===== config.mk =====
export PLATFORM = sky130hd
export DESIGN_NAME = deinterleaver_top
export DESIGN_NICKNAME = d
export VERILOG_FILES = /design/src/rtl/deinterleaver_top.sv
export SDC_FILE = /design/constraint.sdc
export NUM_CORES = 1
export LEC_CHECK = 0
export ABC_AREA = 0
export CAP_MARGIN = 15
export CORE_MARGIN = 2
export CORE_UTILIZATION = 30
export DETAILED_ROUTE_END_ITERATION = 8
export HOLD_SLACK_MARGIN = 0.02
export PLACE_DENSITY = 0.47
export SYNTH_ARGS = -nofsm -noshare
export SYNTH_HDL_FRONTEND = slang
export SYNTH_SLANG_ARGS = --single-unit

===== constraint.sdc =====
create_clock -name clk -period 14 [get_ports clk]
set_input_delay 3.5 -clock clk [delete_from_list [all_inputs] [get_ports clk]]
set_output_delay 3.5 -clock clk [all_outputs]
set_load 0.1 [all_outputs]

===== src/rtl/deinterleaver_top.sv =====
// Block deinterleaver with two ping-pong banks.
// Bits arrive in interleaved order (index j). Each bit is written to bank[kj],
// where kj is the interleaver permutation of j. Bits leave in natural order
// (index k). One bank fills while the other drains, which sustains
// 1 bit/cycle once the first symbol is complete.
module deinterleaver_top #(
   parameter int Ncbps = 192,        // coded bits per symbol (block size)
   parameter int Ncpc  = 2,          // coded bits per carrier
   parameter int s     = Ncpc / 2,   // second-permutation modulus
   parameter int d     = 16          // interleaver column count
) (
   input  logic clk,
   input  logic resetN,
   input  logic data_in,
   input  logic valid_in,
   output logic ready_out,
   output logic data_out,
   output logic valid_out,
   input  logic ready_in
);

   localparam int AW = (Ncbps > 1) ? $clog2(Ncbps) : 1;
   localparam logic [AW-1:0] IDX_LAST = AW'(Ncbps - 1);

   typedef enum logic [1:0] {
      BANK_EMPTY    = 2'd0,
      BANK_FILLING  = 2'd1,
      BANK_FULL     = 2'd2,
      BANK_DRAINING = 2'd3
   } bank_st_e;

   // Destination of interleaved bit j. Intermediates are 32 bits wide so
   // that d*j and d*m never wrap before the divisions.
   function automatic logic [AW-1:0] perm_k(input logic [AW-1:0] j);
      logic [31:0] jw;
      logic [31:0] mw;
      logic [31:0] tw;
      jw = 32'(j);
      mw = 32'(s) * (jw / 32'(s)) + ((jw + (32'(d) * jw) / 32'(Ncbps)) % 32'(s));
      tw = 32'(d) * mw;
      return AW'(tw - 32'(Ncbps - 1) * (tw / 32'(Ncbps)));
   endfunction

   // A bank accepts writes while it is empty or partially filled.
   function automatic logic bank_writable(input bank_st_e st);
      logic w;
      case (st)
         BANK_EMPTY, BANK_FILLING: w = 1'b1;
         BANK_FULL, BANK_DRAINING: w = 1'b0;
         default:                  w = 1'b0;
      endcase
      return w;
   endfunction

   // A bank is readable once it holds a complete symbol.
   function automatic logic bank_readable(input bank_st_e st);
      logic r;
      case (st)
         BANK_FULL, BANK_DRAINING: r = 1'b1;
         BANK_EMPTY, BANK_FILLING: r = 1'b0;
         default:                  r = 1'b0;
      endcase
      return r;
   endfunction

   bank_st_e          bank_st_q [2];
   bank_st_e          bank_st_d [2];
   logic              wr_sel_q, wr_sel_d;
   logic              rd_sel_q, rd_sel_d;
   logic [AW-1:0]     j_q, j_d;
   logic [AW-1:0]     k_q, k_d;
   logic [Ncbps-1:0]  bank_q [2];

   logic              wr_fire_s;
   logic              rd_fire_s;
   logic [AW-1:0]     kj_s;

   // Handshake outputs decoded straight from the bank state registers.
   always_comb begin
      ready_out = bank_writable(bank_st_q[wr_sel_q]);
      valid_out = bank_readable(bank_st_q[rd_sel_q]);
      if (valid_out) begin
         data_out = bank_q[rd_sel_q][k_q];
      end else begin
         data_out = 1'b0;
      end
      wr_fire_s = valid_in && ready_out;
      rd_fire_s = valid_out && ready_in;
      kj_s      = perm_k(j_q);
   end

   // Bank FSMs, write/read indices and bank selects: next-state logic.
   // Write and read never target the same bank in one cycle because a bank
   // cannot be writable and readable at the same time.
   always_comb begin
      bank_st_d = bank_st_q;
      wr_sel_d  = wr_sel_q;
      rd_sel_d  = rd_sel_q;
      j_d       = j_q;
      k_d       = k_q;
      if (wr_fire_s) begin
         if (j_q == IDX_LAST) begin
            bank_st_d[wr_sel_q] = BANK_FULL;
            j_d                 = '0;
            wr_sel_d            = ~wr_sel_q;
         end else begin
            bank_st_d[wr_sel_q] = BANK_FILLING;
            j_d                 = j_q + AW'(1);
         end
      end else begin
         j_d = j_q;
      end
      if (rd_fire_s) begin
         if (k_q == IDX_LAST) begin
            bank_st_d[rd_sel_q] = BANK_EMPTY;
            k_d                 = '0;
            rd_sel_d            = ~rd_sel_q;
         end else begin
            bank_st_d[rd_sel_q] = BANK_DRAINING;
            k_d                 = k_q + AW'(1);
         end
      end else begin
         k_d = k_q;
      end
   end

   // Control state registers with synchronous active-low reset.
   always_ff @(posedge clk) begin
      if (!resetN) begin
         bank_st_q[0] <= BANK_EMPTY;
         bank_st_q[1] <= BANK_EMPTY;
         wr_sel_q     <= 1'b0;
         rd_sel_q     <= 1'b0;
         j_q          <= '0;
         k_q          <= '0;
      end else begin
         bank_st_q <= bank_st_d;
         wr_sel_q  <= wr_sel_d;
         rd_sel_q  <= rd_sel_d;
         j_q       <= j_d;
         k_q       <= k_d;
      end
   end

   // Bank storage: accepted bit lands at its deinterleaved position.
   always_ff @(posedge clk) begin
      if (!resetN) begin
         bank_q[0] <= '0;
         bank_q[1] <= '0;
      end else if (wr_fire_s) begin
         bank_q[wr_sel_q][kj_s] <= data_in;
      end
   end

endmodule


# == Word level (Yosys, flattened, before mapping) ==
# Memories as Yosys holds them, arrays and structs flattened. A register that Yosys moved wholly into a read port is not among the register bits.
# Cells that the tools add are included.
# word_totals
out_inout_bits,3
ff_bits,22
memories,1
mem_bits_rw,384
# mem_list
memory,depth,width,read_ports,rd_ports_with_merged_regs,write_ports,line_no,text
bank_q,2,192,1,1,2,72,logic [Ncbps-1:0] bank_q [2];
# classes
add_sub_neg,3
n_div,1
n_mux,32
order_cmp,7
bitwise_logic,13
n_eq_ne,8
n_reduce_logical,14
mul,1
# ops
op,n
$mux 192,3
$reduce_or 192->1,1
$div 12x8->32 const B,1
$mul 8x32->8 const A,1
$lt 8x9->1 const B,2
$add 8x1->8 const B,2
$eq 8x8->1 const B,2
$mux 2,8
$mux 4,4
$mux 8,2
$mux 1,9
$bmux 1 s8,1
$demux 1 s8,1
$eq 2x2->1 const B,4
$ge 8x1->1 const B,1
$reduce_or 2->1,4
$sub 8x8->8,1
$logic_and 1x1->1,5
$and 2x2->2,2
$and 4x4->4,1
$demux 2 s1,2
$eq 2x1->1 const B,2
$ge 2x2->1 const B,2
$logic_not 2->1,2
other kinds (9),16

# == Logic depth before layout (Yosys ltp) ==
# logic_depth
word_depth,13
mapped_depth,35
mapped_depth_nobuf,28

# == Worst setup path before layout ==
# OpenSTA, ideal clock, no wires.
# synth_timing
path_kind,flip-flop to output port
from,reg (tool-made name)
to,out data_out
path_slack_ns,6.076
arrival_time_ns,4.424
stages_incl_launch_ff,11
cell_sequence,dfxtp_1 > clkbuf_1 > buf_1 > clkbuf_1 > buf_1 > mux4_2 > mux4_2 > mux4_2 > mux2_2 > a22o_1 > and2_1
# synth_rtl
item,line_no,text
"end, declared",17,"output logic data_out,"

# == Worst setup path after layout ==
# layout_timing
from,reg k_q[0]
to,out data_out
# layout_via
elab_chain_len,3
# layout_rtl
item,line_no,text
"start, declared",71,"logic [AW-1:0] k_q, k_d;"
"start signal, assigned",141,k_q <= k_d;
$bmux 1 s8,83,data_out = bank_q[rd_sel_q][k_q];
$mux 1 (not written as such),83,
$mux 1,82,if (valid_out) begin
# No other way between the ends. The select of a mux whose other input is x is not followed.

==> run_results.csv <==
group,metric,value,unit
route,antenna_left,0,
cts,clk_pin_slew,60,ps
layout,fin_area,25500,sq um
synth,yosysSeqAreaShare,0.510,
layout,drive_gt1_frac,0.166,
global_route,grt_pass1_wl,110000,microns
cts,cts_root_buffer,"clkbuf_16",
synth,yosys.area.top_type_share,0.492,
placed_design,io_buffers,7,
sta,finClkSkew,16.4,ps
synth,synth_cell_types,70,
cts,cts_buffers,48,
worst_setup_path,start_kind,"register",
global_route,grt.total_usage,0.178,
cts,clock-sinks,405,
synth,synth.area.mux_share,0.125,
sta,tns,0,ps
layout,regArea,12000,sq um
floorplan,row_count,102,
synth,synthTopCellsByArea,"edfxtp_1, mux4_2, o21ai_0",
sta,max_freq,107,MHz
layout,num_antenna_cells,0,
layout,multi_input_area,10200,sq um
run_status,outcome,"completed",
worst_setup_path,max_stage_delay,980,ps
route,drc,0,
sta,hold_viol_final,0,
cts,cts_resized,0,
route,vias,16950,
worst_setup_path,required,10500,ps
route,drt_iter0_markers,1878,
sta,finalCritPeriodShare,0.671,
worst_setup_path,cp.arrival,5890,ps
synth,synth_area_leader_cell,"edfxtp_1",
placed_design,place_area,24000,sq um
cts,cts_tree,"done",
global_route,first_global_vias,16931,
route,viasPerCell,5.67,
worst_setup_path,cpMostUsedCell,"mux4_2",
synth,ys_seq_elements,405,
sta,setup_violations,0,
worst_setup_path,critPathKind,"register to output pin",
placed_design,dp_hpwl,44100,microns
synth,synth_edf_count,384,
worst_setup_path,worstPathMaxFanout,54,
synth,synth_xor_area_frac,0.00934,
synth,synthCells,2088,
global_route,grt_max_degree,197,
synth,async_flop_share,0,
floorplan,core_area,77300,sq um
synth,netlist_area,23400,sq um
route,firstDrtPassIters,5,
floorplan,ioPinCount,8,
synth,syn-num-nets,2135,
route,wl,71900,microns
placed_design,place_congestion,0.784,
pwr,p_leak,7.49,nW
sta,period_needed,9390,ps
synth,synth_ff_type,"edfxtp_1",
synth,synth_area_per_cell,11.2,sq um
synth,synth_common_cells,"edfxtp_1, o21ai_0, clkbuf_1",
sta,rsz0062_at_grt,"no",
pwr,ir_drop,89.5,uV
synth,synth_compound_area_frac,0.103,
layout,layout.cells.non_filler,2987,
job,cap_viol_max_count,0,
worst_setup_path,critPathCaptureType,"output pin",
synth,synth.most_common_cell,"edfxtp_1",
sta,worst_pin_slew,1200,ps
synth,yosysWarnings,0,
worst_setup_path,slowest_stage,"clkdlybuf4s50_1",
layout,nets,1954,
route,routedWlPerCell,24.1,microns
hold_path,worstHoldPathType,"register to register",
synth,synth-simple-area-share,0.170,
floorplan,die_w,283,microns
cts,ctsHoldBuffers,0,
cts,htreeDepth,2,
layout,area_delta_synth_final,8.69,%
global_route,globalRouteOverflowTotal,0,
global_route,antenna_found_initial,1,
pwr,cellPowerDensity,113,nW/um^2
floorplan,dieArea,80400,sq um
layout,fillers,7774,
sta,slew_viol_final,0,
cts,cts_setup_buffers,0,
synth,synth_top_family_by_area,"simple AND/OR/NAND/NOR gates",
synth,synthAdderAreaFrac,0.0263,
placed_design,place_inst,2897,
worst_setup_path,crit_family,"multiplexers",
sta,relSlewSlack,0.195,
floorplan,start_util,0.303,
worst_setup_path,cp_cell_sequence,"buf_4 > mux4_2 > mux4_2 > mux4_2 > mux4_2 > a22o_1 > and2_1 > clkdlybuf4s50_1",
cts,clockBufferDepth,3,
worst_setup_path,critPathBufInv,2,
cts,clk_latency,600,ps
floorplan,die_y,283,microns
-- placed cells by master, fill, tap and decap left out, types with 6 or more instances in the layout --
| master | count |
|---|---|
| xor2_1 | 8 |
| xnor2_1 | 17 |
| and2_1 | 27 |
| edfxtp_1 | 384 |
| nand3_1 | 37 |
| and3_1 | 7 |
| nor4_2 | 65 |
| nand4_1 | 8 |
| inv_1 | 34 |
| clkbuf_16 | 49 |
| clkbuf_1 | 6 |
| clkinv_1 | 19 |
| clkdlybuf4s50_1 | 6 |
| nand2_1 | 175 |
| mux4_2 | 127 |
| dfxtp_1 | 18 |
| o21ai_0 | 369 |
| nor3_1 | 157 |
| buf_4 | 37 |
| fa_1 | 12 |
| clkinv_2 | 11 |
| ha_1 | 30 |
| o31ai_1 | 7 |
| nor2_1 | 127 |
| or3_1 | 10 |
| a21oi_1 | 10 |
| nor4_1 | 78 |
| o21ai_1 | 15 |
-- layout make-up --
class | count | area share
clock buffers | 55 | 0.0490
clock inverters | 35 | 0.00943
inverters | 35 | 0.00516
multi-input cells | 1372 | 0.401
flip-flops and latches | 405 | 0.470
well taps | 1040 | 0.0511
repair buffers | 45 | 0.0146
-- worst reg2reg max path: cells and delay by family (launching register included) --
family          cells  cell delay (ps)
simple gates        7             2650
fa+ha+maj           6             2410
buf+inv             6             1360
compound gates      6             1500
mux                 1              290
xor+xnor            2              290
flops               1              380
-- logic make-up (layout without fill, tap and decap cells) --
logic type | after synthesis | after routing
xor gates and xnor gates | 25 | 25
DFF | 405 | 405
adders and majority gates | 42 | 42
and+or+nand+nor | 725 | 725
buffers and inverters | 311 | 170
muxes | 133 | 133
AOI/OAI and AO/OA | 447 | 447
-- registers in the layout, summed over array words and instances (netlist names), named ones only --
| register | cells |
|---|---|
| bank_q | 384 |
| bank_st_q | 2 |
| j_q | 8 |
| rd_sel_q | 1 |
| k_q | 8 |
| wr_sel_q | 1 |
-- power breakdown --
part	leakage, nW	internal (mW)	total [mW]	switching (mW)
sequential	4.14	1.36	1.37	0.0116
clock	0.730	0.676	1.21	0.533
combinational	2.62	0.0574	0.294	0.237
-- stage by stage --
step	hold WS (ps)	utilization	power (mW)	worst slack (ps)
after floorplan	468	-	1.62	6080
after global placement	500	0.310	1.68	5120
after detailed placement	522	0.310	1.69	4770
after CTS	535	0.329	2.89	4560
after global routing	590	0.329	2.97	4150
final	529	0.329	2.87	4610
-- final timing paths --
path / from / to / slack (ps) / cells after the start
setup / recovery: k_q[0] / data_out / 4610 / 8
hold / removal: bank_st_q[3] / bank_st_q[3] / 530 / 2
setup reg to reg: j_q[0] / bank_q[0][181] / 4810 / 28
hold reg to reg: bank_st_q[3] / bank_st_q[3] / 530 / 2
-- metal layers --
| layer | GRT usage | vias to the layer above | share of wire |
|---|---|---|---|
| met5 | 0 | - | 0 |
| met4 | 0.0529 | 0 | 0.027 |
| met3 | 0.0301 | 101 | 0.066 |
| met2 | 0.285 | 595 | 0.48 |
| met1 | 0.246 | 8748 | 0.43 |
| li1 | - | 7506 | - |
(Power assumes the default switching activity.)
